<file path="src/rtl/sli_pkg.sv">
// Shared types and constants for the SLI capture sequencer.
package sli_pkg;

  localparam int N_FRAMES_DEF = 32;
  localparam int FRAME_IDX_W  = 6;

  typedef enum logic [2:0] {
    S_IDLE      = 3'd0,
    S_ARM       = 3'd1,
    S_ADV       = 3'd2,
    S_WAIT_TRIG = 3'd3,
    S_EXPOSE    = 3'd4,
    S_WAIT_CAM  = 3'd5,
    S_FIN       = 3'd6
  } sli_state_e;

  // Pattern generation stays enabled from arming until the last frame is stored.
  function automatic logic state_drives_pipe(sli_state_e s);
    return (s == S_ARM) || (s == S_ADV) || (s == S_WAIT_TRIG) ||
           (s == S_EXPOSE) || (s == S_WAIT_CAM);
  endfunction

endpackage

</file>
<file path="src/rtl/sli_sequencer_if.sv">
// Control/status bundle between the SLI sequencer and its pattern pipe / camera.
// Handshake: start/abort/cam_done are single-cycle pulses sampled on posedge clk;
// rdy is a level held from entering ADV until one vsync edge has been seen.
interface sli_sequencer_if;
  logic start;
  logic abort;
  logic vsync;
  logic trig;
  logic f_frm;
  logic cam_done;
  logic mode;
  logic rdy;
  logic busy;
  logic done;
  logic err;
  logic [sli_pkg::FRAME_IDX_W-1:0] frame_idx;
  sli_pkg::sli_state_e             dbg_state;

  modport master (
    input  start, abort, vsync, trig, f_frm, cam_done,
    output mode, rdy, busy, done, err, frame_idx, dbg_state
  );

  modport slave (
    output start, abort, vsync, trig, f_frm, cam_done,
    input  mode, rdy, busy, done, err, frame_idx, dbg_state
  );
endinterface

</file>
<file path="src/rtl/sli_edge_det.sv">
// Single-register edge detector: edge = current sample versus the previous cycle's sample.
module sli_edge_det (
  input  logic clk,
  input  logic rst_n,
  input  logic sig_i,
  output logic rise_o,
  output logic fall_o
);

  logic sig_q;

  always_ff @(posedge clk or negedge rst_n) begin
    if (!rst_n) sig_q <= 1'b0;
    else        sig_q <= sig_i;
  end

  assign rise_o = sig_i & ~sig_q;
  assign fall_o = ~sig_i & sig_q;

endmodule

</file>
<file path="src/rtl/sli_sequencer.sv">
// SLI capture sequencer: arms on vsync, steps the pattern pipe once per frame, counts camera frames.
// Optional watchdog on trigger/camera waits is enabled with SLI_SEQ_TIMEOUT_EN.
module sli_sequencer import sli_pkg::*; #(
  parameter int          N_FRAMES    = N_FRAMES_DEF,
  parameter logic [23:0] TIMEOUT_CYC = 24'h400000,
  parameter int          ARM_VS      = 2
) (
  input logic            clk,
  input logic            rst_n,
  sli_sequencer_if.master bus
);

  localparam logic [7:0]             ARM_LAST = 8'(ARM_VS - 1);
  localparam logic [FRAME_IDX_W-1:0] N_LAST   = FRAME_IDX_W'(N_FRAMES);

  // Assertion is immediate; release waits two clocks so no flop leaves reset mid-cycle.
  logic [1:0] rst_sync_q;
  logic       rst_sn;

  always_ff @(posedge clk or negedge rst_n) begin
    if (!rst_n) rst_sync_q <= 2'b00;
    else        rst_sync_q <= {rst_sync_q[0], 1'b1};
  end
  assign rst_sn = rst_sync_q[1];

  logic vs_rise, vs_fall_unused, trig_rise, trig_fall;

  sli_edge_det u_vsync_edge (
    .clk    (clk),
    .rst_n  (rst_sn),
    .sig_i  (bus.vsync),
    .rise_o (vs_rise),
    .fall_o (vs_fall_unused)
  );

  sli_edge_det u_trig_edge (
    .clk    (clk),
    .rst_n  (rst_sn),
    .sig_i  (bus.trig),
    .rise_o (trig_rise),
    .fall_o (trig_fall)
  );

  sli_state_e             state_q, state_d;
  logic [FRAME_IDX_W-1:0] frame_idx_q, frame_idx_d, frame_next;
  logic [7:0]             arm_cnt_q, arm_cnt_d;
  logic                   err_q, err_d;
  logic                   mode_q, rdy_q, busy_q, done_q;
  logic                   frame_stored;

`ifdef SLI_SEQ_TIMEOUT_EN
  logic [23:0] wdog_q, wdog_d;
  logic        wd_watch, wd_expire;

  assign wd_watch  = (state_q == S_WAIT_TRIG) || (state_q == S_EXPOSE) ||
                     (state_q == S_WAIT_CAM);
  assign wd_expire = wd_watch && (wdog_q == TIMEOUT_CYC - 24'd1);

  // Any state change restarts the count, so each watched state gets a full budget.
  always_comb begin
    wdog_d = '0;
    if (wd_watch && (state_d == state_q)) wdog_d = wdog_q + 24'd1;
  end

  always_ff @(posedge clk or negedge rst_sn) begin
    if (!rst_sn) wdog_q <= '0;
    else         wdog_q <= wdog_d;
  end
`else
  // Watchdog compiled out; the limit is still referenced so the parameter list is build-independent.
  logic wdog_cfg_unused;
  assign wdog_cfg_unused = ^TIMEOUT_CYC;
`endif

  // A stored frame counts in WAIT_CAM, or in EXPOSE only on the exact trig-fall cycle.
  assign frame_stored = bus.cam_done &&
                        ((state_q == S_WAIT_CAM) || ((state_q == S_EXPOSE) && trig_fall));

  always_comb begin
    state_d     = state_q;
    frame_idx_d = frame_idx_q;
    arm_cnt_d   = arm_cnt_q;
    err_d       = err_q;
    frame_next  = frame_idx_q + 1'b1;

    case (state_q)
      S_IDLE: begin
        if (bus.start && !bus.abort) begin
          state_d     = S_ARM;
          frame_idx_d = '0;
          arm_cnt_d   = '0;
          err_d       = 1'b0;
        end
      end
      S_ARM: begin
        if (vs_rise) begin
          if (arm_cnt_q == ARM_LAST) begin
            if (bus.f_frm) begin
              state_d = S_ADV;
            end else begin
              err_d   = 1'b1;
              state_d = S_FIN;
            end
          end else begin
            arm_cnt_d = arm_cnt_q + 8'd1;
          end
        end
      end
      S_ADV:       if (vs_rise)   state_d = S_WAIT_TRIG;
      S_WAIT_TRIG: if (trig_rise) state_d = S_EXPOSE;
      S_EXPOSE:    if (trig_fall) state_d = S_WAIT_CAM;
      S_WAIT_CAM:  ;
      S_FIN:       state_d = S_IDLE;
      default:     state_d = S_IDLE;
    endcase

    if (frame_stored) begin
      if (frame_idx_q < N_LAST) frame_idx_d = frame_next;
      state_d = (frame_next == N_LAST) ? S_FIN : S_ADV;
    end

`ifdef SLI_SEQ_TIMEOUT_EN
    if (wd_expire && (state_d == state_q)) begin
      err_d   = 1'b1;
      state_d = S_FIN;
    end
`endif

    if (bus.abort && (state_q != S_IDLE)) begin
      state_d     = S_IDLE;
      frame_idx_d = frame_idx_q;
      err_d       = err_q;
    end
  end

  // Outputs are registered from the next state so they line up with the new state.
  always_ff @(posedge clk or negedge rst_sn) begin
    if (!rst_sn) begin
      state_q     <= S_IDLE;
      frame_idx_q <= '0;
      arm_cnt_q   <= '0;
      err_q       <= 1'b0;
      mode_q      <= 1'b0;
      rdy_q       <= 1'b0;
      busy_q      <= 1'b0;
      done_q      <= 1'b0;
    end else begin
      state_q     <= state_d;
      frame_idx_q <= frame_idx_d;
      arm_cnt_q   <= arm_cnt_d;
      err_q       <= err_d;
      mode_q      <= state_drives_pipe(state_d);
      rdy_q       <= (state_d == S_ADV);
      busy_q      <= (state_d != S_IDLE);
      done_q      <= (state_d == S_FIN);
    end
  end

  assign bus.mode      = mode_q;
  assign bus.rdy       = rdy_q;
  assign bus.busy      = busy_q;
  assign bus.done      = done_q;
  assign bus.err       = err_q;
  assign bus.frame_idx = frame_idx_q;
  assign bus.dbg_state = state_q;

endmodule

</file>
<file path="src/flat_wrapper.sv">
// flat-port wrapper written by rule: the top's interface ports become plain ports
module sli_sequencer_flat import sli_pkg::*;
#(
  parameter int          N_FRAMES    = N_FRAMES_DEF,
  parameter logic [23:0] TIMEOUT_CYC = 24'h400000,
  parameter int          ARM_VS      = 2
)
  (clk, rst_n, bus_start, bus_abort, bus_vsync, bus_trig, bus_f_frm, bus_cam_done, bus_mode, bus_rdy, bus_busy, bus_done, bus_err, bus_frame_idx, bus_dbg_state);
  sli_sequencer_if bus_i ();
  input logic clk;
  input logic rst_n;
  input wire logic [$bits(bus_i.start)-1:0] bus_start;
  input wire logic [$bits(bus_i.abort)-1:0] bus_abort;
  input wire logic [$bits(bus_i.vsync)-1:0] bus_vsync;
  input wire logic [$bits(bus_i.trig)-1:0] bus_trig;
  input wire logic [$bits(bus_i.f_frm)-1:0] bus_f_frm;
  input wire logic [$bits(bus_i.cam_done)-1:0] bus_cam_done;
  output wire logic [$bits(bus_i.mode)-1:0] bus_mode;
  output wire logic [$bits(bus_i.rdy)-1:0] bus_rdy;
  output wire logic [$bits(bus_i.busy)-1:0] bus_busy;
  output wire logic [$bits(bus_i.done)-1:0] bus_done;
  output wire logic [$bits(bus_i.err)-1:0] bus_err;
  output wire logic [$bits(bus_i.frame_idx)-1:0] bus_frame_idx;
  output wire logic [$bits(bus_i.dbg_state)-1:0] bus_dbg_state;
  assign bus_i.start = bus_start;
  assign bus_i.abort = bus_abort;
  assign bus_i.vsync = bus_vsync;
  assign bus_i.trig = bus_trig;
  assign bus_i.f_frm = bus_f_frm;
  assign bus_i.cam_done = bus_cam_done;
  assign bus_mode = bus_i.mode;
  assign bus_rdy = bus_i.rdy;
  assign bus_busy = bus_i.busy;
  assign bus_done = bus_i.done;
  assign bus_err = bus_i.err;
  assign bus_frame_idx = bus_i.frame_idx;
  assign bus_dbg_state = bus_i.dbg_state;
  sli_sequencer #(.N_FRAMES(N_FRAMES), .TIMEOUT_CYC(TIMEOUT_CYC), .ARM_VS(ARM_VS)) u_core (.clk(clk), .rst_n(rst_n), .bus(bus_i));
endmodule
</file>
<file path="config.mk">
export PLATFORM = sky130hd
export DESIGN_NAME = sli_sequencer_flat
export DESIGN_NICKNAME = d
export VERILOG_FILES = /design/src/rtl/sli_pkg.sv /design/src/rtl/sli_sequencer_if.sv /design/src/rtl/sli_edge_det.sv /design/src/rtl/sli_sequencer.sv /design/src/flat_wrapper.sv
export SDC_FILE = /design/constraint.sdc
export NUM_CORES = 1
export LEC_CHECK = 0
export CAP_MARGIN = 20
export CORE_MARGIN = 3
export CORE_UTILIZATION = 40
export CTS_BUF_LIST = sky130_fd_sc_hd__clkbuf_8
export CTS_CLUSTER_DIAMETER = 150
export DETAILED_ROUTE_END_ITERATION = 8
export PLACE_DENSITY = 0.74
export SLEW_MARGIN = 20
export SYNTH_ARGS = -nofsm -noshare
export SYNTH_HDL_FRONTEND = slang
export SYNTH_HIERARCHICAL = 1
export SYNTH_SLANG_ARGS = --single-unit
</file>
<file path="constraint.sdc">
create_clock -name clk -period 0.87 [get_ports clk]
set_clock_uncertainty 0.15 [all_clocks]
set_input_delay 0.261 -clock clk [delete_from_list [all_inputs] [get_ports clk]]
set_output_delay 0.261 -clock clk [all_outputs]
set_load 0.02 [all_outputs]
</file>
After elaboration in Yosys (flattened, before gate mapping). Index checks and enable logic that the tools add are counted.

$add $sub $neg: 2. Magnitude comparators: 1. Equality and inequality tests: 18. Mux-type cells: 24. Bitwise logic cells: 7. Reduce and logical (&&, ||, !) cells: 16.

Operator list (number): $mux 3 (10); $mux 6 (4); $mux 8 (3); $pmux 3 s6 (1); $pmux 8 s2 (1); $eq 3x3->1 const B (5); $eq 3x2->1 const B (4); $add 8x1->8 const B (1); $eq 8x1->1 const B (1); $add 6x1->6 const B (1); $eq 3x1->1 const B (2); $eq 6x6->1 const B (1); $lt 6x6->1 const B (1); $ne 2x2->1 const B (3); $reduce_and 6->1 (1); $reduce_bool 3->1 (2); $logic_or 1x1->1 (5); $logic_and 1x1->1 (4); $mux 1 (4); $ne 2x1->1 const B (2); $not 1->1 (4); $reduce_and 4->1 (1); $and 1x1->1 (3); $logic_not 3->1 (1); other kinds (3) (3).

Bits in registers: 26. Output and inout bits: 14. Word-level logic and storage cells: 79.

Longest topological paths before layout.
Depth after elaboration: 12. Gate-level depth with buffers: 7.

Hierarchy. The synthesis kept the hierarchy.

By module, submodules not included: sli_sequencer (instances 1, cells an instance 136, area each 1321.3 µm²); sli_edge_det (instances 2, cells an instance 3, area each 40.0 µm²).

Worst setup path before layout. OpenSTA, ideal clock, no wires.

Path type: register to register. From: register u_core.state_q[0], in the netlist u_core/bus.dbg_state[0]. To: register u_core.frame_idx_q[4], in the netlist u_core/bus.frame_idx[4]. Arrival: 1.765 ns. Required time: 0.585 ns. Path slack: -1.180 ns. Stages on the path, launching flop included: 7. Path buffers: 1. Clock period less this slack: 2.050 ns. Cell sequence: dfrtp_1 -> o31a_1 -> or4b_1 -> buf_2 -> nor2b_4 -> o21ai_1 -> o31ai_1.

Cells in the longest elaborated chain, start to end: 5.

RTL lines: start, declared (RTL line sli_sequencer.sv:44) `sli_state_e state_q, state_d;`; start signal, assigned (RTL line sli_sequencer.sv:148) `state_q <= state_d;`; $eq 3x3->1 (RTL line sli_sequencer.sv:77) `((state_q == S_WAIT_CAM) || ((state_q == S_EXPOSE) && trig_fall));`; $logic_and 1x1->1 (RTL line sli_sequencer.sv:77); $logic_or 1x1->1 (RTL line sli_sequencer.sv:77); $logic_and 1x1->1 (RTL line sli_sequencer.sv:76) `assign frame_stored = bus.cam_done &&`; $mux 6 (RTL line sli_sequencer.sv:117) `if (frame_stored) begin`; end signal, assigned (RTL line sli_sequencer.sv:149) `frame_idx_q <= frame_idx_d;`; end, declared (RTL line sli_sequencer.sv:45) `logic [FRAME_IDX_W-1:0] frame_idx_q, frame_idx_d, frame_next;`.

Several ways; a longest one is shown, not always the timed one. A chain may end at the register's enable or synchronous reset.

Final worst setup path.
From: register u_core.state_q[2], in the netlist u_core/bus.dbg_state[2]. To: register u_core.mode_q, in the netlist u_core/bus.mode.

Cells in the longest elaborated chain, start to end: 11.

RTL lines: branches (longest 5 deep; another with $pmux 3 s6); $mux 3 (*) (RTL line sli_sequencer.sv:129) `if (bus.abort && (state_q != S_IDLE)) begin`; $eq 3x1->1 or $eq 3x2->1 (tied branches) (RTL line sli_pkg.sv:19) `return (s == S_ARM) || (s == S_ADV) || (s == S_WAIT_TRIG) ||`; $logic_or 1x1->1 (3 in series) (RTL line sli_pkg.sv:19); $logic_or 1x1->1 (*) (RTL line sli_pkg.sv:20) `(s == S_EXPOSE) || (s == S_WAIT_CAM);`; end signal, assigned (RTL line sli_sequencer.sv:152) `mode_q <= state_drives_pipe(state_d);`; end, declared (RTL line sli_sequencer.sv:48) `logic mode_q, rdy_q, busy_q, done_q;`.

Mark *: on every way between the ends.

==> impl_metrics.tcl <==
set metrics [dict create \
    worst_ep_arrival_time_ns 1.96 \
    cts_tree "done" \
    grt_max_degree 25 \
    worst_r2r_path_depth 6 \
    cp_slowest_cell "dfrtp_2" \
    period_needed_ns 1.922 \
    fillCellCount 216 \
    holdCritPathClass "primary input to asynchronous set/reset pin" \
    die_w_um 65.01 \
    antenna_found_initial 0 \
    ant_nets 0 \
    grt_pass1_wl_mm 7.196 \
    fin_cells 256 \
    worstPathMaxFanout 6 \
    critPathKind "flop to flop" \
    crit_buf_inv 1 \
    synth_nets 153 \
    cp.depth 6 \
    cts.sinks 26 \
    antennaDiodeCount 0 \
    drive_above_1_share_pct 58.49 \
    hold_violations 2 \
    drc 0 \
    place_congestion 0.9381 \
    p_leak_nw 1.078 \
    fin_ws_ns -1.052 \
    vias 1399 \
    numCtsBuffers 3 \
    ir_drop_v 0.001235 \
    grt_overflow 0 \
    violations "hold timing, setup timing" \
    crit_path_start_kind "flop" \
    start_util_pct 43.82 \
    grt.total_usage_pct 22.04 \
    detail_route.wl_per_cell_um 16.84 \
    grt_pass1_vias 1502 \
    die_h_um 65.01 \
    setup_violations 36 \
    clk_latency_ns 0.27 \
    crit_chain "buf_6, and4bb_2, nand3_2, a31o_4, a21boi_2, a32oi_1" \
    p_per_area_nw_per_um2 2478 \
    wl_mm 4.312 \
    synth_area_per_cell_um2 9.876 \
    routed_via_density 5.465 \
    fmax_ghz 0.5203 \
    first_pass_iters 4 \
    clock-root-buffer "clkbuf_8" \
    layout.nets 225 \
    dp_hpwl_mm 2.614 \
    finalPower_w 0.005885 \
    clockBufferDepth 2 \
    clk_pin_slew_worst_paths_ns 0.09 \
    grt_setup_unrepaired "yes" \
    die_area_um2 4226 \
    endpoint_kind "flop" \
    status "finished, violations left" \
    synthCells 141 \
    io_pins 22 \
    htreeDepth 1 \
    worst_hold_slack_ns -0.007015 \
    drv_cap 0 \
    crit_family "compound AO/OA/AOI/OAI gates" \
    place_inst 238 \
    yosysWarnings 6 \
    coreArea_um2 3178 \
    core.rowCount 20 \
    required_ns 0.91 \
    synth.cell_area_um2 1393 \
    io_buffers 21 \
    cp_slowest_stage_delay_ns 0.46 \
    slew_viol_final 0 \
    synthToLayoutAreaGrowth_pct 70.53 \
    drtIter0Drc 61 \
    fin_crit_sh_pct 220.9 \
]
==> state kept, by name (all words and copies together) (netlist names) <==
register                   count
u_core/bus.dbg_state           3
u_core/bus.mode                1
u_core/bus.busy                1
u_core/u_vsync_edge/sig_q      1
u_core/bus.err                 1
u_core/u_trig_edge/sig_q       1
u_core/bus.rdy                 1
u_core/bus.done                1
u_core/bus.frame_idx           6
u_core/arm_cnt_q               8
u_core/rst_sync_q              2
==> worst reg2reg max path: cells and delay by family (launching register included) <==
family          cells  cell delay (ns)
compound gates      3             0.62
buf+inv             1             0.14
flops               1             0.46
simple gates        2             0.48
==> placed cells by master (no fill, tap or decap), types with 2 or more instances in the layout <==
| master | n |
|---|---|
| dfrtp_2 | 10 |
| nand2b_1 | 4 |
| o31ai_4 | 2 |
| buf_4 | 38 |
| clkbuf_8 | 3 |
| and3_1 | 2 |
| buf_6 | 24 |
| nand3_1 | 6 |
| o21ai_2 | 5 |
| xnor2_1 | 2 |
| nand3_2 | 5 |
| nor2b_1 | 2 |
| inv_1 | 4 |
| o21ai_0 | 2 |
| xor2_1 | 6 |
| nor2_4 | 2 |
| nor2b_4 | 2 |
| ha_1 | 4 |
| dfrtp_1 | 16 |
| a21oi_1 | 2 |
| clkdlybuf4s50_1 | 4 |
| dlygate4sd2_1 | 3 |
| nor2_1 | 11 |
| o21ai_1 | 4 |
| nor3_1 | 2 |
| nand2_1 | 4 |
| a21oi_2 | 2 |
==> what timing repair did <==
action / 4_1_cts / 5_1_grt
pin swaps: 16 / 11
buffers inserted: 9 / 5
hold endpoints to repair: 2 / 2
resized for setup: 127 / 22
setup endpoints to repair: 36 / 36
cloned: 2 / 0
==> report_power, final <==
group | leakage, nW | total (W) | switching (W) | internal [W]
sequential | 0.327 | 0.00163 | 0.000172 | 0.00146
clock | 0.0269 | 0.000689 | 0.000373 | 0.000316
combinational | 0.724 | 0.00357 | 0.00171 | 0.00186
total | 1.08 | 0.00589 | 0.00226 | 0.00363
==> worst paths after layout <==
check	start	end	slack [ns]
worst max-delay path	u_core/bus.dbg_state[2]	u_core/bus.mode	-1.05
worst min-delay path	rst_n	u_core/rst_sync_q[0]	-0.007
worst max register to register	u_core/bus.dbg_state[2]	u_core/bus.mode	-1.05
worst min register to register	u_core/rst_sync_q[1]	u_core/bus.err	0.05
max in group asynchronous	u_core/rst_sync_q[1]	u_core/bus.dbg_state[0]	0.36
min in group clk	bus_trig	u_core/u_trig_edge/sig_q	0.19
==> cell type report <==
cell class                 instances  area (um2)  area share [%]
sequential                        26       663.1           27.92
multi-input combinational        106       929.6           39.15
timing repair buffer              72       661.9           27.87
clock inverter                     1       3.754          0.1581
inverter                           4       20.02          0.8430
tap                               44       55.05           2.318
clock buffer                       3       41.29           1.739
==> stage by stage <==
step           cell area [um2]  setup WS [ns]  TNS, ns  util [%]
2_1_floorplan             1466         -1.142   -19.37         -
3_3_place_gp              1979         -1.368   -34.58     62.28
3_5_place_dp              1979         -1.428   -35.77     62.28
4_1_cts                   2265         -1.044   -26.97     71.26
5_1_grt                   2375         -1.152   -29.46     74.72
6_report                  2375         -1.052   -27.34     74.72
==> per-layer routing <==
layer | vias up | global-route usage, % | part of all wire, %
met1 | 691 | 26.97 | 42
met5 | - | 0 | 0
met2 | 43 | 39.21 | 52
met4 | 0 | 8.179 | 2.5
met3 | 14 | 2.773 | 3.6
li1 | 651 | - | -
No activity file was read; power rests on OpenSTA's default activity.
